`src/rtl/lsu_bus_master.sv`:
```
// Load/store initiator: turns core lb/lh/lw/lbu/lhu/sb/sh/sw requests into word-aligned bus beats,
// splitting accesses that cross a word boundary and extending load data.
`timescale 1ns/1ps
module lsu_bus_master #(
  parameter logic [31:0] BASE_ADDR  = 32'h1001_0000,
  parameter logic [31:0] LIMIT_ADDR = 32'h1001_FFFF,
  parameter bit          SPLIT_EN   = 1'b1
) (
  input  logic        clk,
  input  logic        rst,
  input  logic        req_valid,
  output logic        req_ready,
  input  logic        req_we,
  input  logic [2:0]  req_funct3,
  input  logic [31:0] req_addr,
  input  logic [31:0] req_wdata,
  output logic        rsp_valid,
  output logic [31:0] rsp_rdata,
  output logic        rsp_fault,
  output logic        mem_req,
  input  logic        mem_gnt,
  output logic        mem_we,
  output logic [31:0] mem_addr,
  output logic [3:0]  mem_be,
  output logic [31:0] mem_wdata,
  input  logic        mem_rvalid,
  input  logic [31:0] mem_rdata
);

  typedef enum logic [2:0] {StIdle, StReq0, StWait0, StReq1, StWait1, StResp, StFault} state_e;

  state_e      state;
  logic        we_q;
  logic [2:0]  funct3_q;
  logic [1:0]  off_q;
  logic        split_q;
  logic [31:0] rdata0_q;
  logic [3:0]  be1_q;
  logic [31:0] wdata1_q;

  // Request decode, evaluated on the incoming request at accept time.
  logic [2:0]  size;
  logic [3:0]  mask;
  logic [32:0] end_addr;
  logic [3:0]  span;
  logic        split_need;
  logic        funct3_bad;
  logic        range_bad;
  logic        fault;
  logic [7:0]  be64;
  logic [63:0] d64;

  always_comb begin
    size = 3'd4;
    mask = 4'b1111;
    case (req_funct3[1:0])
      2'b00:   begin size = 3'd1; mask = 4'b0001; end
      2'b01:   begin size = 3'd2; mask = 4'b0011; end
      default: begin size = 3'd4; mask = 4'b1111; end
    endcase
    end_addr   = {1'b0, req_addr} + 33'(size) - 33'd1;
    span       = 4'(req_addr[1:0]) + 4'(size);
    split_need = (span > 4'd4);
    if (req_we) funct3_bad = !(req_funct3 inside {3'b000, 3'b001, 3'b010});
    else        funct3_bad = (req_funct3 inside {3'b011, 3'b110, 3'b111});
    range_bad  = (req_addr < BASE_ADDR) || (end_addr > {1'b0, LIMIT_ADDR});
    fault      = funct3_bad || range_bad || (split_need && !SPLIT_EN);
    be64       = 8'(mask) << req_addr[1:0];
    d64        = 64'(req_wdata) << {req_addr[1:0], 3'b000};
  end

  // Load result: the upper word is only meaningful when finishing the second beat.
  logic [63:0] ld64;
  logic [31:0] ld_x;
  logic [31:0] load_ext;

  always_comb begin
    ld64 = (state == StWait1) ? {mem_rdata, rdata0_q} : {32'b0, mem_rdata};
    ld_x = 32'(ld64 >> {off_q, 3'b000});
    case (funct3_q)
      3'b000:  load_ext = {{24{ld_x[7]}}, ld_x[7:0]};
      3'b001:  load_ext = {{16{ld_x[15]}}, ld_x[15:0]};
      3'b100:  load_ext = {24'b0, ld_x[7:0]};
      3'b101:  load_ext = {16'b0, ld_x[15:0]};
      default: load_ext = ld_x;
    endcase
  end

  always_ff @(posedge clk) begin
    if (rst) begin
      state     <= StIdle;
      req_ready <= 1'b1;
      rsp_valid <= 1'b0;
      rsp_fault <= 1'b0;
      rsp_rdata <= '0;
      mem_req   <= 1'b0;
      mem_we    <= 1'b0;
      mem_addr  <= '0;
      mem_be    <= '0;
      mem_wdata <= '0;
      we_q      <= 1'b0;
      funct3_q  <= '0;
      off_q     <= '0;
      split_q   <= 1'b0;
      rdata0_q  <= '0;
      be1_q     <= '0;
      wdata1_q  <= '0;
    end else begin
      rsp_valid <= 1'b0;
      rsp_fault <= 1'b0;
      rsp_rdata <= '0;
      case (state)
        StIdle: begin
          if (req_valid && req_ready) begin
            req_ready <= 1'b0;
            we_q      <= req_we;
            funct3_q  <= req_funct3;
            off_q     <= req_addr[1:0];
            split_q   <= split_need;
            be1_q     <= be64[7:4];
            wdata1_q  <= d64[63:32];
            if (fault) begin
              state     <= StFault;
              rsp_valid <= 1'b1;
              rsp_fault <= 1'b1;
            end else begin
              state     <= StReq0;
              mem_req   <= 1'b1;
              mem_we    <= req_we;
              mem_addr  <= {req_addr[31:2], 2'b00};
              mem_be    <= req_we ? be64[3:0] : 4'b1111;
              mem_wdata <= req_we ? d64[31:0] : 32'b0;
            end
          end
        end
        StReq0: begin
          if (mem_gnt) begin
            mem_req <= 1'b0;
            state   <= StWait0;
          end
        end
        StWait0: begin
          if (mem_rvalid) begin
            rdata0_q <= mem_rdata;
            if (split_q) begin
              state     <= StReq1;
              mem_req   <= 1'b1;
              mem_addr  <= mem_addr + 32'd4;
              mem_be    <= we_q ? be1_q : 4'b1111;
              mem_wdata <= we_q ? wdata1_q : 32'b0;
            end else begin
              state     <= StResp;
              rsp_valid <= 1'b1;
              rsp_rdata <= we_q ? 32'b0 : load_ext;
            end
          end
        end
        StReq1: begin
          if (mem_gnt) begin
            mem_req <= 1'b0;
            state   <= StWait1;
          end
        end
        StWait1: begin
          if (mem_rvalid) begin
            state     <= StResp;
            rsp_valid <= 1'b1;
            rsp_rdata <= we_q ? 32'b0 : load_ext;
          end
        end
        StResp, StFault: begin
          state     <= StIdle;
          req_ready <= 1'b1;
        end
        default: begin
          state     <= StIdle;
          req_ready <= 1'b1;
          mem_req   <= 1'b0;
        end
      endcase
    end
  end

endmodule

```
`config.mk`:
```
export PLATFORM = sky130hd
export DESIGN_NAME = lsu_bus_master
export DESIGN_NICKNAME = d
export VERILOG_FILES = /design/src/rtl/lsu_bus_master.sv
export SDC_FILE = /design/constraint.sdc
export NUM_CORES = 1
export LEC_CHECK = 0
export CAP_MARGIN = 10
export CORE_UTILIZATION = 55
export CTS_BUF_LIST = sky130_fd_sc_hd__clkbuf_4
export CTS_CLUSTER_SIZE = 12
export DETAILED_ROUTE_END_ITERATION = 10
export PLACE_DENSITY = 0.82
export SYNTH_ARGS = -nofsm -noshare
export SYNTH_HDL_FRONTEND = slang
export SYNTH_SLANG_ARGS = --single-unit
```
`constraint.sdc`:
```
create_clock -name clk -period 5.6 [get_ports clk]
set_input_delay 1.12 -clock clk [delete_from_list [all_inputs] [get_ports clk]]
set_output_delay 1.12 -clock clk [all_outputs]
set_load 0.03 [all_outputs]
```
; ---- After elaboration in Yosys (flattened, before gate mapping)
; Index checks and enable logic that the tools add are counted.
[totals]
ff_bits = 183
out_inout_bits = 105
wordCells = 127
[op_classes]
add_sub_neg = 4
order_cmp = 3
n_eq_ne = 23
shift = 3
muxes = 51
bitwise = 4
reduce_logical = 22
[ops]
columns = operator, count
row1 = $mux 32, 14
row2 = $pmux 32 s2, 3
row3 = $pmux 32 s4, 1
row4 = $mux 64, 1
row5 = $shl 32x5->64, 1
row6 = $shr 64x5->32, 1
row7 = $add 32x3->33, 1
row8 = $gt 33x29->1 const B, 1
row9 = $sub 33x1->33 const B, 1
row10 = $add 32x3->32 const B, 1
row11 = $lt 32x29->1 const B, 1
row12 = $mux 4, 6
row13 = $eq 3x3->1 const B, 7
row14 = $mux 3, 7
row15 = $pmux 4 s2, 2
row16 = $pmux 3 s5, 1
row17 = $ne 2x2->1 const B, 7
row18 = $eq 3x2->1 const B, 4
row19 = $mux 1, 12
row20 = $reduce_and 5->1, 2
row21 = $eq 3x1->1 const B, 3
row22 = $logic_not 3->1, 3
row23 = $shl 4x2->8, 1
row24 = $pmux 3 s2, 1
row25 = 20 further kinds, 28

; ---- Logic depth before layout (Yosys ltp)
[depth]
ltp_word = 10
mapped_depth = 21
depth_no_buf = 17

; ---- Worst setup path after synthesis
; OpenSTA, ideal clock, no wires.
[synth_path]
kind = input to register
from = in req_addr[1]
to = reg mem_be[0]
setup_ps = 116
arrival_ps = 4885
setup_slack_ps = 598
path_stages = 21
n_path_buf = 5
path_cell_list = clkbuf_1 > inv_1 > clkbuf_1 > ha_1 > inv_1 > ha_1 > inv_1 > fa_1 > nand2b_1 > a21oi_1 > o2111ai_1 > a2111oi_0 > o211ai_1 > and3b_1 > and4b_1 > buf_4 > o2111ai_2 > buf_2 > buf_2 > a21oi_1 > a31o_2
[synth_via]
elab_chain_cells = 7
word_cells_on_any_way = 13
cone_classes = add/sub (2) / order compare (2) / eq/ne (1) / shift (1) / mux (4) / reduce/logical (3)
[synth_lines]
columns = element, line_no
row1 = from (decl), 15  ; input logic [31:0] req_addr,
row2 = $add 32x3->33, 61  ; end_addr = {1'b0, req_addr} + 33'(size) - 33'd1;
row3 = $sub 33x1->33, 61
row4 = $gt 33x29->1, 66  ; range_bad = (req_addr < BASE_ADDR) || (end_addr > {1'b0, LIMIT_ADDR});
row5 = $logic_or 1x1->1, 66
row6 = $logic_or 1x1->1, 67  ; fault = funct3_bad || range_bad || (split_need && !SPLIT_EN);
row7 = $ne 2x2->1 (no source line), --
row8 = $reduce_and 5->1 (no source line), --
row9 = to (signal assigned), 131  ; mem_be <= req_we ? be64[3:0] : 4'b1111;
row10 = to (signal assigned), 149  ; mem_be <= we_q ? be1_q : 4'b1111;
row11 = to (decl), 24  ; output logic [3:0] mem_be,
; Parallel ways exist; a longest one is shown, timed or not. The select of a mux whose other input is x is not followed.
; A chain may end at the register's enable or synchronous reset.

; ---- Worst setup path in the final report
[layout_path]
from = in req_funct3[0]
to = reg mem_wdata[25]
[layout_via]
elab_chain_cells = 9
word_cells_on_any_way = 20
cone_classes = add/sub (2) / order compare (1) / eq/ne (7) / mux (2) / reduce/logical (8)
[layout_lines]
columns = element, line_no
row1 = from (decl), 14  ; input logic [2:0] req_funct3,
row2 = $eq 2x1->1 or $logic_not 2->1 (tied branches), 56  ; case (req_funct3[1:0])
row3 = $pmux 3 s2, 56
row4 = $add 32x3->33, 61
row5 = $sub 33x1->33, 61
row6 = $gt 33x29->1, 66
row7 = $logic_or 1x1->1, 66
row8 = $logic_or 1x1->1 *, 67
row9 = $ne 2x2->1 (no source line) *, --
row10 = $reduce_and 5->1 (no source line) *, --
row11 = to (signal assigned), 132  ; mem_wdata <= req_we ? d64[31:0] : 32'b0;
row12 = to (signal assigned), 150  ; mem_wdata <= we_q ? wdata1_q : 32'b0;
row13 = to (decl), 25  ; output logic [31:0] mem_wdata,
; Every way passes the cells marked *; elsewhere a longest branch is shown, timed or not.

==> metrics <==
Yosys warnings 0; Initial Util 0.5674; Peak Freq 194.1 MHz; Total Routed Length 35.64 mm; Die X 144.6 um; total CTS buffers 17; Clock Sinks 172; gr ovfl total 0; async set-or-reset flop fraction in the synthesized netlist 0; pre-CTS WS -0.03296 ns; ANT nets after route 0; Synth Area per Inst 7.689 um2; Max clock buf depth 2; fin nets 1752; post-CTS sizing 0; fin. max-slew vios 0; TritonCTS clock tree built; Rows 51; number of antenna violations at the first check in global routing 1; Clock Latency Late Sink 0.59 ns; maximum vdd ir drop 0.2511 mV; Cells after Synth 1455; final number of hold-violating endpoints 0; max-cap viol count 0; Seq/Total Area, Yosys 0.3078; crit path DAT 5.64 ns; core area 19720 um2; DRC 0; clock share of power 0.171; post-CTS setup buffer count 0; max_slew headroom 0.2088; Vias/cell 6.285; Critical Path RT 6.09 ns; clock skew 0.03347 ns; Die Y 144.6 um; I/O Buffers 207; final setup vio count 0; drt pass-1 iters 6; Routed wire per std cell 18.97 um; Hold WC Path Type reg2reg; clock-pin slew on the worst setup and hold paths 0.15 ns; crit end category flip-flop; first-pass GRT wire length 55.21 mm; Cell Count, Final, Fillers Out 1879; Tcrit/Tclk final 0.9198; Internal 2.508 mW; Post-synth EDFFs 0; largest net degree at the start of global routing 84; P per Cell Area 333.8 nW/um2; Yosys top cell area share 0.3078; Total GRT Usage 0.3385; status completed; initial DRC count 1213; sw frac 0.4525; Worst Tran Pin Value 1.184 ns; Critical Path Fanout Max 13; routability cong. 0.9748; logic gate share of total power 0.481; RSZ-0062 raised after global routing false; DP Cell Count 1846; final setup margin 0.4491 ns; Pleak 5.163 nW; Filler cells 1614; synthesized flop and latch total 172; P_sw 2.073 mW; H-tree depth 4; vias in the first global route 10620; CP Launch Type input port; worst setup path class in2reg; ys flop type dfxtp_1; synthesized cell area 11190 um2; Hold Buf Count CTS 0; Reg power frac 0.348; Die Footprint 20910 um2; Area Overhead vs Synth 22.68%; setup tns final 0 ns; via count 11810; hpwl dp 25.60 mm; Root Driver clkbuf_4; io pins 210; area leader, netlist dfxtp_1; Layout Utilization 0.6960; crit path time final 5.151 ns; Area contributors post-synth dfxtp_1, a21oi_1, nand2_1; share of cells above drive strength 1 0.08617; synth unique cells 79
## worst max-delay path, cell delays in order
cell	delay, ns
clkdlybuf4s50_1	0.50
or2_2	0.35
ha_1	0.18
inv_1	0.05
ha_1	0.17
inv_1	0.06
fa_1	0.34
nand2b_1	0.14
a21oi_1	0.21
o2111ai_1	0.25
a2111oi_0	0.56
buf_4	0.21
nor4_1	0.04
and3b_1	0.21
and4b_1	0.28
o2111ai_4	0.16
and2_2	0.35
buf_12	0.19
o31ai_1	0.26
## power by group through the flow
stage / Clock, mW / Sequential (mW) / Combinational (mW)
6_report: 0.784 / 1.59 / 2.20
3_5_place_dp: 0 / 1.61 / 2.16
2_1_floorplan: 0 / 1.69 / 1.40
5_1_grt: 0.840 / 1.62 / 2.39
3_3_place_gp: 0 / 1.61 / 2.13
4_1_cts: 0.790 / 1.59 / 2.17
## through the flow
step,hold WS (ns),power (mW),area (um2)
2_1_floorplan,0.4320,3.093,11190
3_3_place_gp,0.4379,3.734,13410
3_5_place_dp,0.4436,3.770,13410
4_1_cts,0.4632,4.545,13720
5_1_grt,0.4794,4.847,13720
6_report,0.4635,4.581,13720
## cells in the mapped netlist, types with 14 or more instances
cell type	count
nand2_1	199
dfxtp_1	172
a21oi_1	163
nor2_1	98
inv_1	91
clkbuf_1	84
o21ai_0	76
mux2i_1	72
ha_1	45
nand4_1	35
nor3_1	35
a22oi_1	33
nand3_1	32
mux2_2	26
o32ai_1	24
a31oi_1	20
o31ai_2	20
and3_1	15
a211oi_1	14
o211ai_1	14
## sequential cells by signal, summed over array words and instances (netlist names)
name and count:
be1_q 3, funct3_q 3, mem_addr 30, mem_be 4
mem_req 1, mem_wdata 32, mem_we 1, off_q 2
rdata0_q 32, req_ready 1, rsp_fault 1, rsp_rdata 32
rsp_valid 1, split_q 1, state 3, wdata1_q 24
we_q 1
## cell type report
class / instances / area, um2 / area share
inverter: 91 / 341.6 / 0.02489
clock buffer: 17 / 127.6 / 0.009299
clock inverter: 15 / 181.4 / 0.01322
tap: 265 / 331.6 / 0.02416
multi-input combinational: 1080 / 6942 / 0.5058
antenna: 1 / 2.502 / 0.0001823
timing repair buffer: 238 / 2352 / 0.1714
sequential: 172 / 3446 / 0.2511
## final timing paths
path | from | to | slack (ns) | depth (start not counted)
worst max-delay path | req_funct3[0] | mem_wdata[25]$_SDFFE_PP0P_ | 0.45 | 19
worst min-delay path | rdata0_q[27]$_SDFFE_PP0P_ | rdata0_q[27]$_SDFFE_PP0P_ | 0.46 | 2
worst max register to register | state[1]$_SDFFE_PP0P_ | rsp_rdata[14]$_SDFF_PP0_ | 1.88 | 9
worst min register to register | rdata0_q[27]$_SDFFE_PP0P_ | rdata0_q[27]$_SDFFE_PP0P_ | 0.46 | 2
## metal layers
| metal | vias up | track usage | part of all wire |
|---|---|---|---|
| met2 | 615 | 0.5233 | 0.44 |
| li1 | 5550 | - | - |
| met1 | 5558 | 0.4651 | 0.44 |
| met5 | - | 0 | 0 |
| met3 | 87 | 0.05927 | 0.086 |
| met4 | 0 | 0.1335 | 0.030 |
## cell families (layout without fill, tap and decap cells)
family	Yosys count	in the layout	synth area share
buffers and inverters	204	361	0.07404
XOR/XNOR	5	5	0.003914
multiplexers	98	98	0.09059
flip-flops	172	172	0.3078
AO/OA/AOI/OAI	449	449	0.2699
other	1	3	0.0003352
adder cells (fa/ha/maj)	47	47	0.05391
AND/OR/NAND/NOR	479	479	0.1995
## cells in the final DEF (no fill, tap or decap), drive strengths merged, types with 9 or more instances in the layout
cell,n
nand2b,10
a31oi,20
a211oi,22
nand2,200
a221oi,11
mux2,26
buf,32
nor2b,10
mux2i,72
nor3,35
o31ai,31
o32ai,25
nand4,35
o21ai,77
nor2,98
and3,15
clkdlybuf4s50,206
nand3,32
a22oi,33
a21oi,163
a21o,9
o211ai,14
ha,45
clkbuf,17
inv,98
dfxtp,172
Power figures use the tool's default switching activity.
